File: config.mk
export PLATFORM = sky130hd
export DESIGN_NAME = canny_frame_ctrl
export DESIGN_NICKNAME = d
export VERILOG_FILES = /design/src/rtl/canny_frame_ctrl.sv
export SDC_FILE = /design/constraint.sdc
export NUM_CORES = 1
export LEC_CHECK = 0
export ABC_AREA = 1
export CAP_MARGIN = 25
export CORE_ASPECT_RATIO = 0.9
export CORE_UTILIZATION = 49
export DETAILED_ROUTE_END_ITERATION = 6
export PLACE_DENSITY = 0.87
export SYNTH_ARGS = -nofsm -noshare
export SYNTH_HDL_FRONTEND = slang
export SYNTH_SLANG_ARGS = --single-unit
export TNS_END_PERCENT = 5
File: constraint.sdc
create_clock -name clk -period 1.7 [get_ports clk]
set_input_delay 0.34 -clock clk [delete_from_list [all_inputs] [get_ports clk]]
set_output_delay 0.34 -clock clk [all_outputs]
set_load 0.005 [all_outputs]
File: src/rtl/canny_frame_ctrl.sv
// canny_frame_ctrl
//
// Frame-level controller for the Canny edge pipeline, placed beside the
// non-maximum-suppression stage. It double-buffers the hysteresis thresholds
// and applies them only at frame boundaries. It sequences frames in either
// continuous or single-shot mode, and masks the border pixels that have no
// valid 3x3 window. It also checks line length and line count against the
// configured image geometry.
//
// Ports
//   clk, rst_s            pipeline clock, asynchronous active-low reset
//   cfg_we/addr/wdata     host register write: 0 CTRL, 1 THR_LOW, 2 THR_HIGH
//   in_vsync/href/clken   pixel stream timing from the NMS stage
//   out_vsync/href/clken  stream timing delayed by one cycle
//   out_keep              pixel is interior and belongs to an accepted frame
//   thr_low, thr_high     thresholds in force for the current frame
//   frame_start/done      one-cycle pulses framing each accepted frame
//   line_err, frame_err   sticky geometry error flags
//   frame_cnt             number of completed accepted frames (wraps)

module canny_frame_ctrl #(
  parameter int IMG_WIDTH     = 640,
  parameter int IMG_HEIGHT    = 480,
  parameter int THR_WIDTH     = 10,
  parameter int THR_LOW_INIT  = 40,
  parameter int THR_HIGH_INIT = 100
) (
  input  logic                 clk,
  input  logic                 rst_s,
  input  logic                 cfg_we,
  input  logic [1:0]           cfg_addr,
  input  logic [15:0]          cfg_wdata,
  input  logic                 in_vsync,
  input  logic                 in_href,
  input  logic                 in_clken,
  output logic                 out_vsync,
  output logic                 out_href,
  output logic                 out_clken,
  output logic                 out_keep,
  output logic [THR_WIDTH-1:0] thr_low,
  output logic [THR_WIDTH-1:0] thr_high,
  output logic                 frame_start,
  output logic                 frame_done,
  output logic                 line_err,
  output logic                 frame_err,
  output logic [15:0]          frame_cnt
);

  localparam int CW = $clog2(IMG_WIDTH + 1);
  localparam int RW = $clog2(IMG_HEIGHT + 1);

  typedef enum logic [1:0] {
    S_IDLE,
    S_WAIT_VS,
    S_ACTIVE,
    S_DONE
  } state_t;

  state_t               state;
  state_t               state_nxt;

  logic                 ctrl_en;
  logic                 ctrl_ss;
  logic [THR_WIDTH-1:0] stg_low;
  logic [THR_WIDTH-1:0] stg_high;
  logic                 armed;
  logic [CW-1:0]        col_cnt;
  logic [RW-1:0]        row_cnt;

  logic                 ctrl_wr;
  logic                 low_wr;
  logic                 high_wr;
  logic                 err_clr;
  logic                 vs_fall;
  logic                 href_fall;
  logic                 go_active;
  logic                 in_active;
  logic                 keep_nxt;
  logic                 line_set;
  logic                 frame_set;
  logic                 unused_wdata;

  assign ctrl_wr = cfg_we && (cfg_addr == 2'd0);
  assign low_wr  = cfg_we && (cfg_addr == 2'd1);
  assign high_wr = cfg_we && (cfg_addr == 2'd2);
  assign err_clr = ctrl_wr && cfg_wdata[2];

  // The one-cycle delayed stream outputs double as the edge-detect history.
  assign vs_fall   = !in_vsync && out_vsync;
  assign href_fall = !in_href && out_href;

  assign unused_wdata = ^cfg_wdata;

  // State register
  always_ff @(posedge clk or negedge rst_s) begin
    if (!rst_s) state <= S_IDLE;
    else        state <= state_nxt;
  end

  // Next-state logic. Disabling during ACTIVE does not abort the frame.
  // Being armed means vsync was seen low while waiting, so vsync high now is
  // a true rising edge and a frame already in flight is never picked up.
  always_comb begin
    state_nxt = state;
    case (state)
      S_IDLE:    if (ctrl_en) state_nxt = S_WAIT_VS;
      S_WAIT_VS: begin
        if (!ctrl_en)                state_nxt = S_IDLE;
        else if (armed && in_vsync)  state_nxt = S_ACTIVE;
      end
      S_ACTIVE:  if (vs_fall) state_nxt = S_DONE;
      S_DONE:    state_nxt = (!ctrl_en || ctrl_ss) ? S_IDLE : S_WAIT_VS;
      default:   state_nxt = S_IDLE;
    endcase
  end

  // Output decode. frame_done is simply the single DONE cycle, which falls
  // one cycle after the sampled vsync fall, aligned with out_vsync falling.
  always_comb begin
    go_active  = (state != S_ACTIVE) && (state != S_DONE) && (state_nxt == S_ACTIVE);
    in_active  = (state == S_ACTIVE);
    frame_done = (state == S_DONE);
    keep_nxt   = in_active && in_clken && in_href &&
                 (col_cnt >= CW'(1)) && (col_cnt <= CW'(IMG_WIDTH - 2)) &&
                 (row_cnt >= RW'(1)) && (row_cnt <= RW'(IMG_HEIGHT - 2));
    line_set   = in_active && href_fall && (col_cnt != CW'(IMG_WIDTH));
    frame_set  = frame_done && (row_cnt != RW'(IMG_HEIGHT));
  end

  // Stream delay and registered pixel mask
  always_ff @(posedge clk or negedge rst_s) begin
    if (!rst_s) begin
      out_vsync <= 1'b0;
      out_href  <= 1'b0;
      out_clken <= 1'b0;
      out_keep  <= 1'b0;
    end else begin
      out_vsync <= in_vsync;
      out_href  <= in_href;
      out_clken <= in_clken;
      out_keep  <= keep_nxt;
    end
  end

  // Host registers. A CTRL write in the DONE cycle takes priority over the
  // single-shot auto-disable, so the host's latest intent is kept.
  always_ff @(posedge clk or negedge rst_s) begin
    if (!rst_s) begin
      ctrl_en  <= 1'b0;
      ctrl_ss  <= 1'b0;
      stg_low  <= THR_WIDTH'(THR_LOW_INIT);
      stg_high <= THR_WIDTH'(THR_HIGH_INIT);
    end else begin
      if (ctrl_wr) begin
        ctrl_en <= cfg_wdata[0];
        ctrl_ss <= cfg_wdata[1];
      end else if (frame_done && ctrl_ss) begin
        ctrl_en <= 1'b0;
      end
      if (low_wr)  stg_low  <= cfg_wdata[THR_WIDTH-1:0];
      if (high_wr) stg_high <= cfg_wdata[THR_WIDTH-1:0];
    end
  end

  // Active thresholds load from the staging copy only at frame start. A
  // staging write on that same edge is not seen here and lands next frame.
  always_ff @(posedge clk or negedge rst_s) begin
    if (!rst_s) begin
      thr_low     <= THR_WIDTH'(THR_LOW_INIT);
      thr_high    <= THR_WIDTH'(THR_HIGH_INIT);
      frame_start <= 1'b0;
    end else begin
      frame_start <= go_active;
      if (go_active) begin
        thr_low  <= stg_low;
        thr_high <= (stg_high < stg_low) ? stg_low : stg_high;
      end
    end
  end

  // Rising-edge arming. It clears whenever WAIT_VS is left or entered.
  always_ff @(posedge clk or negedge rst_s) begin
    if (!rst_s) armed <= 1'b0;
    else        armed <= (state == S_WAIT_VS) && (state_nxt == S_WAIT_VS) &&
                         (armed || !in_vsync);
  end

  // Pixel and line counters saturate at all-ones, so an over-long frame
  // still reads as wrong instead of wrapping back to a legal count.
  always_ff @(posedge clk or negedge rst_s) begin
    if (!rst_s) begin
      col_cnt <= '0;
      row_cnt <= '0;
    end else if (go_active) begin
      col_cnt <= '0;
      row_cnt <= '0;
    end else if (in_active) begin
      if (href_fall) begin
        col_cnt <= '0;
        if (row_cnt != '1) row_cnt <= row_cnt + RW'(1);
      end else if (in_href && in_clken && (col_cnt != '1)) begin
        col_cnt <= col_cnt + CW'(1);
      end
    end
  end

  // Sticky errors: a set in the same cycle as a clear wins.
  always_ff @(posedge clk or negedge rst_s) begin
    if (!rst_s) begin
      line_err  <= 1'b0;
      frame_err <= 1'b0;
      frame_cnt <= '0;
    end else begin
      line_err  <= line_set  || (line_err  && !err_clr);
      frame_err <= frame_set || (frame_err && !err_clr);
      if (frame_done) frame_cnt <= frame_cnt + 16'd1;
    end
  end

endmodule

==> results.md <==
* Synth-to-layout area growth at 32.0%
* Wire length per cell after detailed routing at 16.2 um
* Critical Path, Cell by Cell: inv_2 -> ha_4 -> nand2_1 -> nand2_1 -> nand2_2 -> nand2_2 -> nand2_4 -> buf_6 -> nand4_1 -> nand3_2 -> nand2_1
* Run status: complete, but fails checks
* Clock Power Share at 25.8%
* Slew Limit Fails at 0
* Unrepaired setup endpoints after global routing: true
* Slack of the critical path at -0.0996 ns
* Required time at the worst-slack endpoint at 1.95 ns
* TritonCTS clock tree: yes
* Most frequent CP cell: sky130_fd_sc_hd__nand2_1
* Pleak at 3.01 nW
* Detailed-router iteration count before antenna repair at 7
* Width of the die at 102 um
* Largest voltage drop on the vdd net at 648 uV
* Final worst path period need at 1.80 ns
* Total wire length after detailed routing at 12.4 mm
* Worst hold-check path type: input port to async pin
* Combined area of the multi-input logic cells at 2090 um^2
* Rel. slew slack at 75.5%
* Arrival time at the worst endpoint at 2.05 ns
* Category of the worst setup path capture point: flop
* # H-tree levels at 3
* Startpoint kind of the worst setup timing path: flop
* Final net count at 685
* Via count at 4260
* Critical path fanouts, max at 5
* Largest incremental delay on the critical path at 0.56 ns
* Top-level port count at 68
* Gate count after technology mapping at 541
* Global placer's final weighted congestion at 0.971
* Number of nets still failing antenna checks after routing at 0
* Combinational group share of total power at 30.6%
* Sequential fraction of the synthesis area at 49.2%
* Critical path class: flop to flop
* Number of clock sinks at 87
* Fraction of final layout cells with drive strength greater than 1 at 16.6%
* Vias in the first global route at 3824
* Maxcap violations at 0
* Fmax at 0.556 GHz
* Fill count at 669
* Initial antenna violation count at 0
* Fin Hold WS at 0.413 ns
* Switching share of power at 34.6%
* Final worst-path cycle share at 106%
* Proportion of power drawn by flip-flops and latches at 43.6%
* Diode count at 0
* Row count at 32
* Initial Util at 51.2%
* Violated checks: DRC, setup timing
* Total core area at 8690 um^2
* First-pass GRT wire length at 17.4 mm
* Number of buffers and inverters on the critical path at 2
* Actual transition at the worst max-transition pin at 0.367 ns
* Total Die Area at 9460 um^2
* Via density per instance at 5.57
* Internal power consumption at 4.08 mW
* Power dissipated by switching net loads at 2.15 mW
* All-layer global routing usage at 23.7%
* Total Neg Setup Slack at -0.795 ns
* Number of storage elements in the synthesis netlist at 87
* Synth warnings at 0
* Post-CTS clock slew at the launch and capture registers of the worst setup and hold paths at 0.10 ns
* First-iteration detailed-routing DRC count at 418
* Clock Path Buffers at 2
* Post-synth net total at 585
* Post-synthesis instance area at 4450 um^2
* Distinct cell type count of the synthesized netlist at 30
* Skew-Pair Late Insertion Delay at 0.37 ns
* Sequential cell area at 2190 um^2
* Final hold violation count at 0
* Category of cells accounting for the largest share of critical-path delay: simple AND/OR/NAND/NOR gates
* Clock root buffer master: sky130_fd_sc_hd__clkbuf_8
* Hpwl dp at 7.79 mm
* Remaining global-route overflow at 0
* Power per cell area at 1060 nW/um^2
* Die span in y at 92.4 um
* Worst clock skew on the final layout at 0.0161 ns
* DRC violations left at 8
* Mean instance size in the synthesized netlist at 8.22 um^2
* Pin count of the biggest net entering global routing at 35
* Final count of negative-setup-slack endpoints at 13
* Number of buffers inserted during clock tree synthesis at 9
* Master of the slowest instance on the critical path: sky130_fd_sc_hd__dfstp_2
* Port Buffer Count at 61
==> power by group through the flow <==
stage               clock [mW]  combinational [mW]  sequential, mW
floorplan                    0               0.887            2.68
global placement             0                1.45            2.70
detailed placement           0                1.55            2.72
CTS                       1.62                1.60            2.68
global route              1.71                2.09            2.75
finish                    1.61                1.91            2.72
==> final timing paths <==
check                       startpoint            to  slack (ns)  depth (start not counted)
setup / recovery            stg_low[3]   thr_high[1]        -0.1                         11
hold / removal                   rst_s  frame_cnt[3]        0.41                          2
setup reg to reg            stg_low[3]   thr_high[1]        -0.1                         11
hold reg to reg            thr_high[5]   thr_high[5]        0.48                          2
max in group asynchronous        rst_s   thr_high[6]        0.66                          3
min in group clk           thr_high[5]   thr_high[5]        0.48                          2
==> metrics by stage <==
step           worst slack [ns]  std cells  instance area (um^2)  power, mW  util, %
2_1_floorplan           -0.0245        541                  4450       3.56        -
3_3_place_gp             -0.126        738                  5390       4.15     62.0
3_5_place_dp             -0.298        738                  5390       4.26     62.0
4_1_cts                 -0.0546        757                  5670       5.89     65.2
5_1_grt                  -0.190        765                  5870       6.54     67.6
6_report                -0.0996        765                  5870       6.23     67.6
==> state kept, by name (all words and copies together) (netlist names) <==
| register | flops |
|---|---|
| row_cnt | 9 |
| thr_low | 10 |
| out_clken | 1 |
| ctrl_en | 1 |
| out_href | 1 |
| thr_high | 10 |
| line_err | 1 |
| col_cnt | 10 |
| state | 2 |
| ctrl_ss | 1 |
| out_keep | 1 |
| frame_cnt | 16 |
| armed | 1 |
| stg_low | 10 |
| frame_err | 1 |
| frame_start | 1 |
| stg_high | 10 |
| out_vsync | 1 |
==> repair_timing <==
| action | 4_1_cts | 5_1_grt |
|---|---|---|
| endpoints found under the hold margin | 23 | 0 |
| cloned | 0 | 4 |
| resized for setup | 18 | 43 |
| buffers inserted | 2 | 4 |
| endpoints found under the setup margin | 26 | 35 |
| hold buffers | 1 | 0 |
| pin swaps | 8 | 12 |
==> metal layers <==
metal / GRT usage [%] / share of wire (%) / vias to the layer above
li1: - / - / 1950
met1: 29.7 / 39 / 1994
met2: 39.6 / 49 / 253
met3: 4.68 / 7.6 / 63
met4: 9.88 / 4.3 / 0
met5: 0 / 0 / -
==> cells in the final DEF, fill, tap and decap left out, drive strengths merged <==
| cell type | netlist | final |
|---|---|---|
| a21o | 1 | 1 |
| a21oi | 2 | 2 |
| and2 | 1 | 1 |
| buf | 3 | 39 |
| bufinv | 0 | 2 |
| clkbuf | 9 | 10 |
| clkdlybuf4s50 | 0 | 45 |
| clkinv | 1 | 4 |
| dfrtp | 77 | 77 |
| dfstp | 10 | 10 |
| dlygate4sd2 | 0 | 9 |
| dlygate4sd3 | 0 | 1 |
| dlymetal6s2s | 0 | 6 |
| ha | 20 | 20 |
| inv | 74 | 75 |
| nand2 | 149 | 149 |
| nand2b | 1 | 1 |
| nand3 | 39 | 40 |
| nand4 | 23 | 23 |
| nor2 | 34 | 34 |
| nor3 | 15 | 15 |
| nor4 | 3 | 3 |
| o21ai | 56 | 56 |
| o221ai | 1 | 1 |
| o31ai | 1 | 1 |
| xnor2 | 6 | 6 |
| xor2 | 15 | 15 |
==> cell usage after synthesis, drive strengths merged <==
library cell  number  area [um^2]
nand2            149          577
dfrtp             77         1930
inv               74          278
o21ai             56          280
nand3             39          195
nor2              34          148
nand4             23          144
ha                20          250
nor3              15         80.1
xor2              15          131
dfstp             10          263
clkbuf             9         33.8
xnor2              6         52.6
buf                3         13.8
nor4               3         18.8
a21oi              2         10.0
a21o               1         7.51
and2               1         6.26
clkinv             1         5.00
nand2b             1         6.26
o221ai             1         8.76
o31ai              1         12.5
==> cells by family (layout without fill, tap and decap cells) <==
logic type      Yosys count  after routing  synth area share (%)
compound gates           61             61                  7.17
flops                    87             87                  49.2
simple gates            265            266                  26.4
buf+inv                  87            191                  7.43
fa+ha+maj                20             20                  5.63
xor+xnor                 21             21                  4.14
==> layout make-up <==
class | instances | area share [%]
repair buffers | 100 | 15.9
flip-flops and latches | 87 | 37.3
clock inverters | 6 | 1.62
inverters | 75 | 4.82
multi-input cells | 368 | 35.7
clock buffers | 10 | 2.17
well taps | 119 | 2.54
Power figures use the tool's default switching activity.
